===== src/rtl/lathe_seq_pkg.sv =====
// Shared encodings for the lathe cycle sequencer: state codes, output-bundle
// bit positions and the per-state actuator mapping.
package lathe_seq_pkg;

    localparam logic [2:0] ST_IDLE   = 3'd0;
    localparam logic [2:0] ST_SPINUP = 3'd1;
    localparam logic [2:0] ST_RUN    = 3'd2;
    localparam logic [2:0] ST_MANUAL = 3'd3;
    localparam logic [2:0] ST_COAST  = 3'd4;
    localparam logic [2:0] ST_FAULT  = 3'd5;

    typedef enum logic [2:0] {
        S_IDLE   = ST_IDLE,
        S_SPINUP = ST_SPINUP,
        S_RUN    = ST_RUN,
        S_MANUAL = ST_MANUAL,
        S_COAST  = ST_COAST,
        S_FAULT  = ST_FAULT
    } state_t;

    localparam int OB_SPINDLE = 0;
    localparam int OB_FEED    = 1;
    localparam int OB_COOLANT = 2;
    localparam int OB_BUSY    = 3;
    localparam int OB_FAULT   = 4;
    localparam int OB_DONE    = 5;
    localparam int OB_W       = 6;

    // Steady-state actuator bundle for a state; the done pulse is added by the caller.
    function automatic logic [OB_W-1:0] state_outputs(input state_t s, input logic jog);
        logic [OB_W-1:0] o;
        o = '0;
        case (s)
            S_SPINUP: begin
                o[OB_SPINDLE] = 1'b1;
                o[OB_COOLANT] = 1'b1;
            end
            S_RUN: begin
                o[OB_SPINDLE] = 1'b1;
                o[OB_COOLANT] = 1'b1;
                o[OB_FEED]    = 1'b1;
            end
            S_MANUAL: begin
                o[OB_SPINDLE] = 1'b1;
                o[OB_COOLANT] = 1'b1;
                o[OB_FEED]    = jog;
            end
            S_COAST: o[OB_COOLANT] = 1'b1;
            S_FAULT: o[OB_FAULT]   = 1'b1;
            default: o = '0;
        endcase
        o[OB_BUSY] = (s != S_IDLE);
        return o;
    endfunction

endpackage


===== src/rtl/lathe_cycle_sequencer_timer.sv =====
// Loadable down-counter that times the SPINUP, RUN and COAST dwells.
module seq_timer
    import lathe_seq_pkg::*;
#(
    parameter int TW = 16
) (
    input  logic          clk,
    input  logic          rst_n,
    input  logic          load,
    input  logic [TW-1:0] load_val,
    output logic          expired
);

    logic [TW-1:0] count_reg;

    // Holds at zero once expired so a stalled state never wraps around.
    always_ff @(posedge clk or negedge rst_n) begin
        if (!rst_n) begin
            count_reg <= '0;
        end else if (load) begin
            count_reg <= load_val;
        end else if (count_reg != '0) begin
            count_reg <= count_reg - 1'b1;
        end
    end

    assign expired = (count_reg == '0);

endmodule


===== src/rtl/lathe_cycle_sequencer.sv =====
// Lathe cycle sequencer: one state machine owning spindle, feed and coolant,
// with AUTO timed cycle, MAN jog cycle, stop/estop arbitration.
module lathe_cycle_sequencer
    import lathe_seq_pkg::*;
#(
    parameter int SPINUP_CYCLES = 16,
    parameter int RUN_CYCLES    = 64,
    parameter int COAST_CYCLES  = 16,
    parameter int TW            = 16
) (
    input  logic       clk,
    input  logic       rst_n,
    input  logic       start,
    input  logic       stop,
    input  logic       estop,
    input  logic       auto_mode,
    input  logic       man_mode,
    input  logic       jog,
    output logic       spindle_on,
    output logic       feed_on,
    output logic       coolant_on,
    output logic       busy,
    output logic       fault,
    output logic       cycle_done,
    output logic [2:0] state_o
);

    localparam logic [TW-1:0] SPINUP_LOAD = TW'(SPINUP_CYCLES - 1);
    localparam logic [TW-1:0] RUN_LOAD    = TW'(RUN_CYCLES - 1);
    localparam logic [TW-1:0] COAST_LOAD  = TW'(COAST_CYCLES - 1);

    state_t          state_reg, state_next;
    logic            start_prev_reg;
    logic            completed_reg, completed_next;
    logic [OB_W-1:0] out_reg, out_next;
    logic            done_next;
    logic            start_edge, auto_only, man_only;
    logic            tmr_load, tmr_expired;
    logic [TW-1:0]   tmr_load_val;

    seq_timer #(.TW(TW)) u_timer (
        .clk      (clk),
        .rst_n    (rst_n),
        .load     (tmr_load),
        .load_val (tmr_load_val),
        .expired  (tmr_expired)
    );

    always_comb begin
        start_edge     = start & ~start_prev_reg;
        auto_only      = auto_mode & ~man_mode;
        man_only       = man_mode & ~auto_mode;
        state_next     = state_reg;
        completed_next = completed_reg;
        done_next      = 1'b0;

        if (estop) begin
            state_next = S_FAULT;
        end else begin
            case (state_reg)
                S_IDLE: begin
                    if (!stop && start_edge) begin
                        if (auto_only)     state_next = S_SPINUP;
                        else if (man_only) state_next = S_MANUAL;
                    end
                end
                // Leaving AUTO while timed is treated like a stop, never a restart.
                S_SPINUP: begin
                    if (stop || !auto_only) state_next = S_COAST;
                    else if (tmr_expired)   state_next = S_RUN;
                end
                S_RUN: begin
                    if (stop || !auto_only) begin
                        state_next = S_COAST;
                    end else if (tmr_expired) begin
                        state_next     = S_COAST;
                        completed_next = 1'b1;
                    end
                end
                S_MANUAL: begin
                    if (stop || !man_only) state_next = S_COAST;
                end
                S_COAST: begin
                    if (tmr_expired) begin
                        state_next = S_IDLE;
                        done_next  = completed_reg;
                    end
                end
                S_FAULT: begin
                    if (stop) state_next = S_IDLE;
                end
                default: state_next = S_IDLE;
            endcase
        end

        if (state_next == S_IDLE) completed_next = 1'b0;

        tmr_load = (state_next != state_reg);
        case (state_next)
            S_SPINUP: tmr_load_val = SPINUP_LOAD;
            S_RUN:    tmr_load_val = RUN_LOAD;
            S_COAST:  tmr_load_val = COAST_LOAD;
            default:  tmr_load_val = '0;
        endcase

        out_next          = state_outputs(state_next, jog);
        out_next[OB_DONE] = done_next;
    end

    always_ff @(posedge clk or negedge rst_n) begin
        if (!rst_n) begin
            state_reg      <= S_IDLE;
            start_prev_reg <= 1'b0;
            completed_reg  <= 1'b0;
            out_reg        <= '0;
        end else begin
            state_reg      <= state_next;
            start_prev_reg <= start;
            completed_reg  <= completed_next;
            out_reg        <= out_next;
        end
    end

    assign spindle_on = out_reg[OB_SPINDLE];
    assign feed_on    = out_reg[OB_FEED];
    assign coolant_on = out_reg[OB_COOLANT];
    assign busy       = out_reg[OB_BUSY];
    assign fault      = out_reg[OB_FAULT];
    assign cycle_done = out_reg[OB_DONE];
    assign state_o    = state_reg;

endmodule


===== config.mk =====
export PLATFORM = sky130hd
export DESIGN_NAME = lathe_cycle_sequencer
export DESIGN_NICKNAME = d
export VERILOG_FILES = /design/src/rtl/lathe_seq_pkg.sv /design/src/rtl/lathe_cycle_sequencer_timer.sv /design/src/rtl/lathe_cycle_sequencer.sv
export SDC_FILE = /design/constraint.sdc
export NUM_CORES = 1
export LEC_CHECK = 0
export ABC_AREA = 1
export CAP_MARGIN = 40
export CORE_MARGIN = 5
export CORE_UTILIZATION = 50
export DETAILED_ROUTE_END_ITERATION = 6
export PLACE_DENSITY = 0.82
export SLEW_MARGIN = 20
export SYNTH_ARGS = -nofsm -noshare
export SYNTH_HDL_FRONTEND = slang
export SYNTH_HIERARCHICAL = 1
export SYNTH_SLANG_ARGS = --single-unit

===== constraint.sdc =====
create_clock -name clk -period 2.4 [get_ports clk]
set_input_delay 0.6 -clock clk [delete_from_list [all_inputs] [get_ports clk]]
set_output_delay 0.6 -clock clk [all_outputs]
set_load 0.03 [all_outputs]

==> impl_metrics.csv, run 1 <==
group,metric,value,unit
clock_network,hold_buffers,0,
setup_path,cp.depth,19,
outcome,status,"complete, no violations",
drt,drc,0,
drt,vias_per_cell,4.91,
placed_design,portBuffers,16,
hold_path,worstHoldPathType,"register to register",
floorplan,rows,22,
placed_design,place_congestion,0.933,
floorplan,dieArea,5310,µm²
setup_path,crit_top_cell,"nand2_1",
clock_network,h-tree-depth,1,
setup_path,r2r_end,"u_timer/count_reg[0]",
logic_synthesis,syn_avg_cell_area,7.22,µm²
setup_path,worstPathArrival,2.61,ns
timing,finalHoldViolations,0,
logic_synthesis,synth_top_area_cell,"dfrtp_1",
job,maxCapViolations,0,
drt,final_antenna_net_count,0,
logic_synthesis,ys_warn_count,6,
clock_network,cts-root-buf,"clkbuf_8",
final_layout,largest_reg_flops,16,
logic_synthesis,seq_area_frac_synth,34.2,%
global_routing,grt_max_degree,28,
floorplan,die_w,72.9,µm
floorplan,core_area,3740,µm²
clock_network,clock_path_buffers,2,
logic_synthesis,ys_seq_elements,27,
timing,fin_crit_sh,99.8,%
clock_network,insertion_delay,0.28,ns
global_routing,grt_first_pass_wirelength,8180,µm
final_layout,n_antenna_cell,0,
global_routing,track_usage,19.6,%
setup_path,endpoint_kind,"register",
logic_synthesis,synthCells,274,
drt,via_count,1891,
final_layout,multiInputGateArea,1210,µm²
setup_path,cpMaxStageDelayCell,"dfrtp_1",
global_routing,grt-ovfl-total,0,
logic_synthesis,synthTopCellsByArea,"dfrtp_1 34%, nand2_1 14%, nand3_1 6.8%",
setup_path,worstSetupPathType,"register to register",
placed_design,post-place-ws,-0.139,ns
drt,wire_per_inst,12.3,µm
final_layout,most-common-layout-cells,"76 x nand2_1, 37 x buf_4, 32 x nor2_1",
logic_synthesis,yosysUniqueCellTypes,33,
clock_network,clkTransAtPathRegs,0.10,ns
clock_network,clock_sinks,27,
setup_path,path_max_fanout,14,
timing,min_period,2.40,ns
placed_design,dp_hpwl,3670,µm
logic_synthesis,synth_top_cell_area_share,34.2,%
setup_path,reg2reg_slack,0.004,ns
hold_path,worstHoldStart,"completed_reg",
floorplan,io_pins,17,
clock_network,cts_tree,"done",
final_layout,final_nets,347,
setup_path,worstReg2RegStart,"u_timer/count_reg[0]",
final_layout,drive_gt1_share,30.0,%
setup_path,crit_required,2.61,ns
logic_synthesis,syn_area,1980,µm²
timing,drv_slew,0,
setup_path,crit_family,"simple AND/OR/NAND/NOR gates",
timing,setup_viol,0,
floorplan,die_y,72.9,µm
setup_path,reg2regPathDepth,19,
global_routing,grt_pass1_vias,1807,
final_layout,fillCellCount,326,
clock_network,cts_buffers,3,
power_and_ir_drop,power.leakage,1.37,nW
global_routing,antenna_found_initial,0,
hold_path,worstHoldEndpoint,"out_reg[5]",
setup_path,start_kind,"register",
power_and_ir_drop,ir_worst_vdd,0.493,mV
timing,fin_ws,0.00388,ns
timing,max_freq,417,MHz
drt,routed_wl,4750,µm
power_and_ir_drop,power_density,666,nW/µm²
final_layout,regArea,676,µm²
hold_path,hold_path_depth,2,
timing,rsz0062_at_grt,"yes",
timing,worst_clock_skew,0.00170,ns
drt,dr.pass1.iters,4,
setup_path,worstPathCellList,"inv_2, ha_4, nand2_4, nor2_4, nand3_4, nor3_4, inv_2, nand2_1, nand3_1, nor2_1, nor2_1, nand2_2, nand3_1, nand2_1, nand3_2, buf_6, o21ai_0, nand2_1, o21ai_1",
floorplan,floorplan.initialDensity,52.8,%
final_layout,final_common_cell,"nand2_1",
final_layout,fin_util,69.0,%
final_layout,syn_to_final_growth,30.6,%
setup_path,slowest_delay,0.40,ns
setup_path,path_buf_inv,3,
drt,drt_iter0_markers,184,
power_and_ir_drop,power,0.00172,W
repair_timing:
item / CTS / global route
endpoints found under the setup margin: 14 / 16
endpoints found under the hold margin: 0 / 0
resized for setup: 6 / 4
buffers inserted: 0 / 2
pin swaps: 2 / 0
worst register-to-register path, cell delays in order (launching register included):
cell	delay, ns
dfrtp_1	0.40
inv_2	0.09
ha_4	0.14
nand2_4	0.06
nor2_4	0.16
nand3_4	0.10
nor3_4	0.15
inv_2	0.08
nand2_1	0.07
nand3_1	0.07
nor2_1	0.10
nor2_1	0.07
nand2_2	0.08
nand3_1	0.07
nand2_1	0.09
nand3_2	0.10
buf_6	0.17
o21ai_0	0.17
nand2_1	0.08
o21ai_1	0.08
through the flow:
step | hold WS (ns) | setup TNS, ns | instance area, µm² | instances
2_1_floorplan | 0.304 | 0 | 2060 | 283
3_5_place_dp | 0.538 | -1.46 | 2500 | 379
6_report | 0.562 | 0 | 2580 | 385
5_1_grt | 0.586 | -1.58 | 2580 | 385
4_1_cts | 0.565 | 0 | 2550 | 383
3_3_place_gp | 0.537 | -0.998 | 2500 | 379
Yosys cell counts:
| library cell | n |
|---|---|
| or2_2 | 1 |
| o21a_1 | 1 |
| dfrtp_1 | 27 |
| nand3_1 | 27 |
| nor3_1 | 2 |
| nand3b_1 | 3 |
| buf_6 | 1 |
| a21oi_1 | 1 |
| xnor2_1 | 2 |
| o21bai_2 | 3 |
| o21ai_0 | 6 |
| nor2_8 | 1 |
| nor3_2 | 1 |
| clkinv_2 | 1 |
| nor2_1 | 33 |
| nand2_4 | 2 |
| clkbuf_8 | 1 |
| inv_2 | 3 |
| nand3_2 | 6 |
| inv_1 | 32 |
| nand3_4 | 3 |
| o21ai_1 | 3 |
| ha_1 | 1 |
| a31o_2 | 1 |
| conb_1 | 1 |
| buf_2 | 2 |
| nand2_1 | 76 |
| nor2_2 | 10 |
| nand2_2 | 9 |
| nand4_1 | 3 |
| nor2_4 | 7 |
| inv_4 | 1 |
| xor2_1 | 3 |
routing by layer:
metal / wire length (µm) / track usage, %
met4: 63 / 4.51
met3: 215 / 3.31
met2: 2350 / 32.0
met1: 2120 / 27.2
met5: 0 / 0
power breakdown:
group	internal [W]	switching, W
Clock	0.000117	0.000153
Sequential	0.000531	0.0000676
Combinational	0.000374	0.000478
Total	0.00102	0.000699
worst max path at each step:
stage,end,slack (ns),start
2_1_floorplan,u_timer/count_reg[12],0.01,u_timer/count_reg[0]
3_3_place_gp,u_timer/count_reg[5],-0.11,stop
3_5_place_dp,u_timer/count_reg[2],-0.14,stop
4_1_cts,u_timer/count_reg[12],0.03,u_timer/count_reg[1]
5_1_grt,u_timer/count_reg[0],-0.20,u_timer/count_reg[1]
6_report,u_timer/count_reg[0],0.004,u_timer/count_reg[0]
cell families (layout without fill, tap and decap cells):
kind of cell / after synthesis / in the layout / share of synthesized area (%)
compound gates: 15 / 15 / 5.06
xor+xnor: 5 / 5 / 2.21
fa+ha+maj: 1 / 1 / 0.632
buf+inv: 41 / 95 / 8.98
flops: 27 / 27 / 34.2
other cells: 1 / 10 / 0.190
simple gates: 184 / 184 / 48.8
layout make-up:
| class | instances | area share, % |
|---|---|---|
| Clock buffer | 3 | 1.60 |
| Clock inverter | 1 | 0.194 |
| Inverter | 37 | 5.62 |
| Multi-Input combinational cell | 215 | 46.7 |
| Sequential cell | 27 | 26.2 |
| Tap cell | 48 | 2.32 |
| Timing Repair Buffer | 54 | 17.4 |
(Power assumes the default switching activity.)
==> run 2: changes to the inputs <==
--- a/config.mk
+++ b/config.mk
@@ -10,6 +10,7 @@
 export CORE_MARGIN = 5
 export CORE_UTILIZATION = 50
 export DETAILED_ROUTE_END_ITERATION = 6
+export HOLD_SLACK_MARGIN = 0.05
 export PLACE_DENSITY = 0.82
 export SLEW_MARGIN = 20
 export SYNTH_ARGS = -nofsm -noshare
==> results of run 2 <==
No change in the layout: final DEF, timing and power equal those of run 1.
==> run 3: changes to the inputs <==
--- a/config.mk
+++ b/config.mk
@@ -12,7 +12,6 @@
 export DETAILED_ROUTE_END_ITERATION = 6
 export HOLD_SLACK_MARGIN = 0.05
 export PLACE_DENSITY = 0.82
-export SLEW_MARGIN = 20
 export SYNTH_ARGS = -nofsm -noshare
 export SYNTH_HDL_FRONTEND = slang
 export SYNTH_HIERARCHICAL = 1
==> results of run 3 <==
No change in the layout: final DEF, timing and power equal those of run 1.
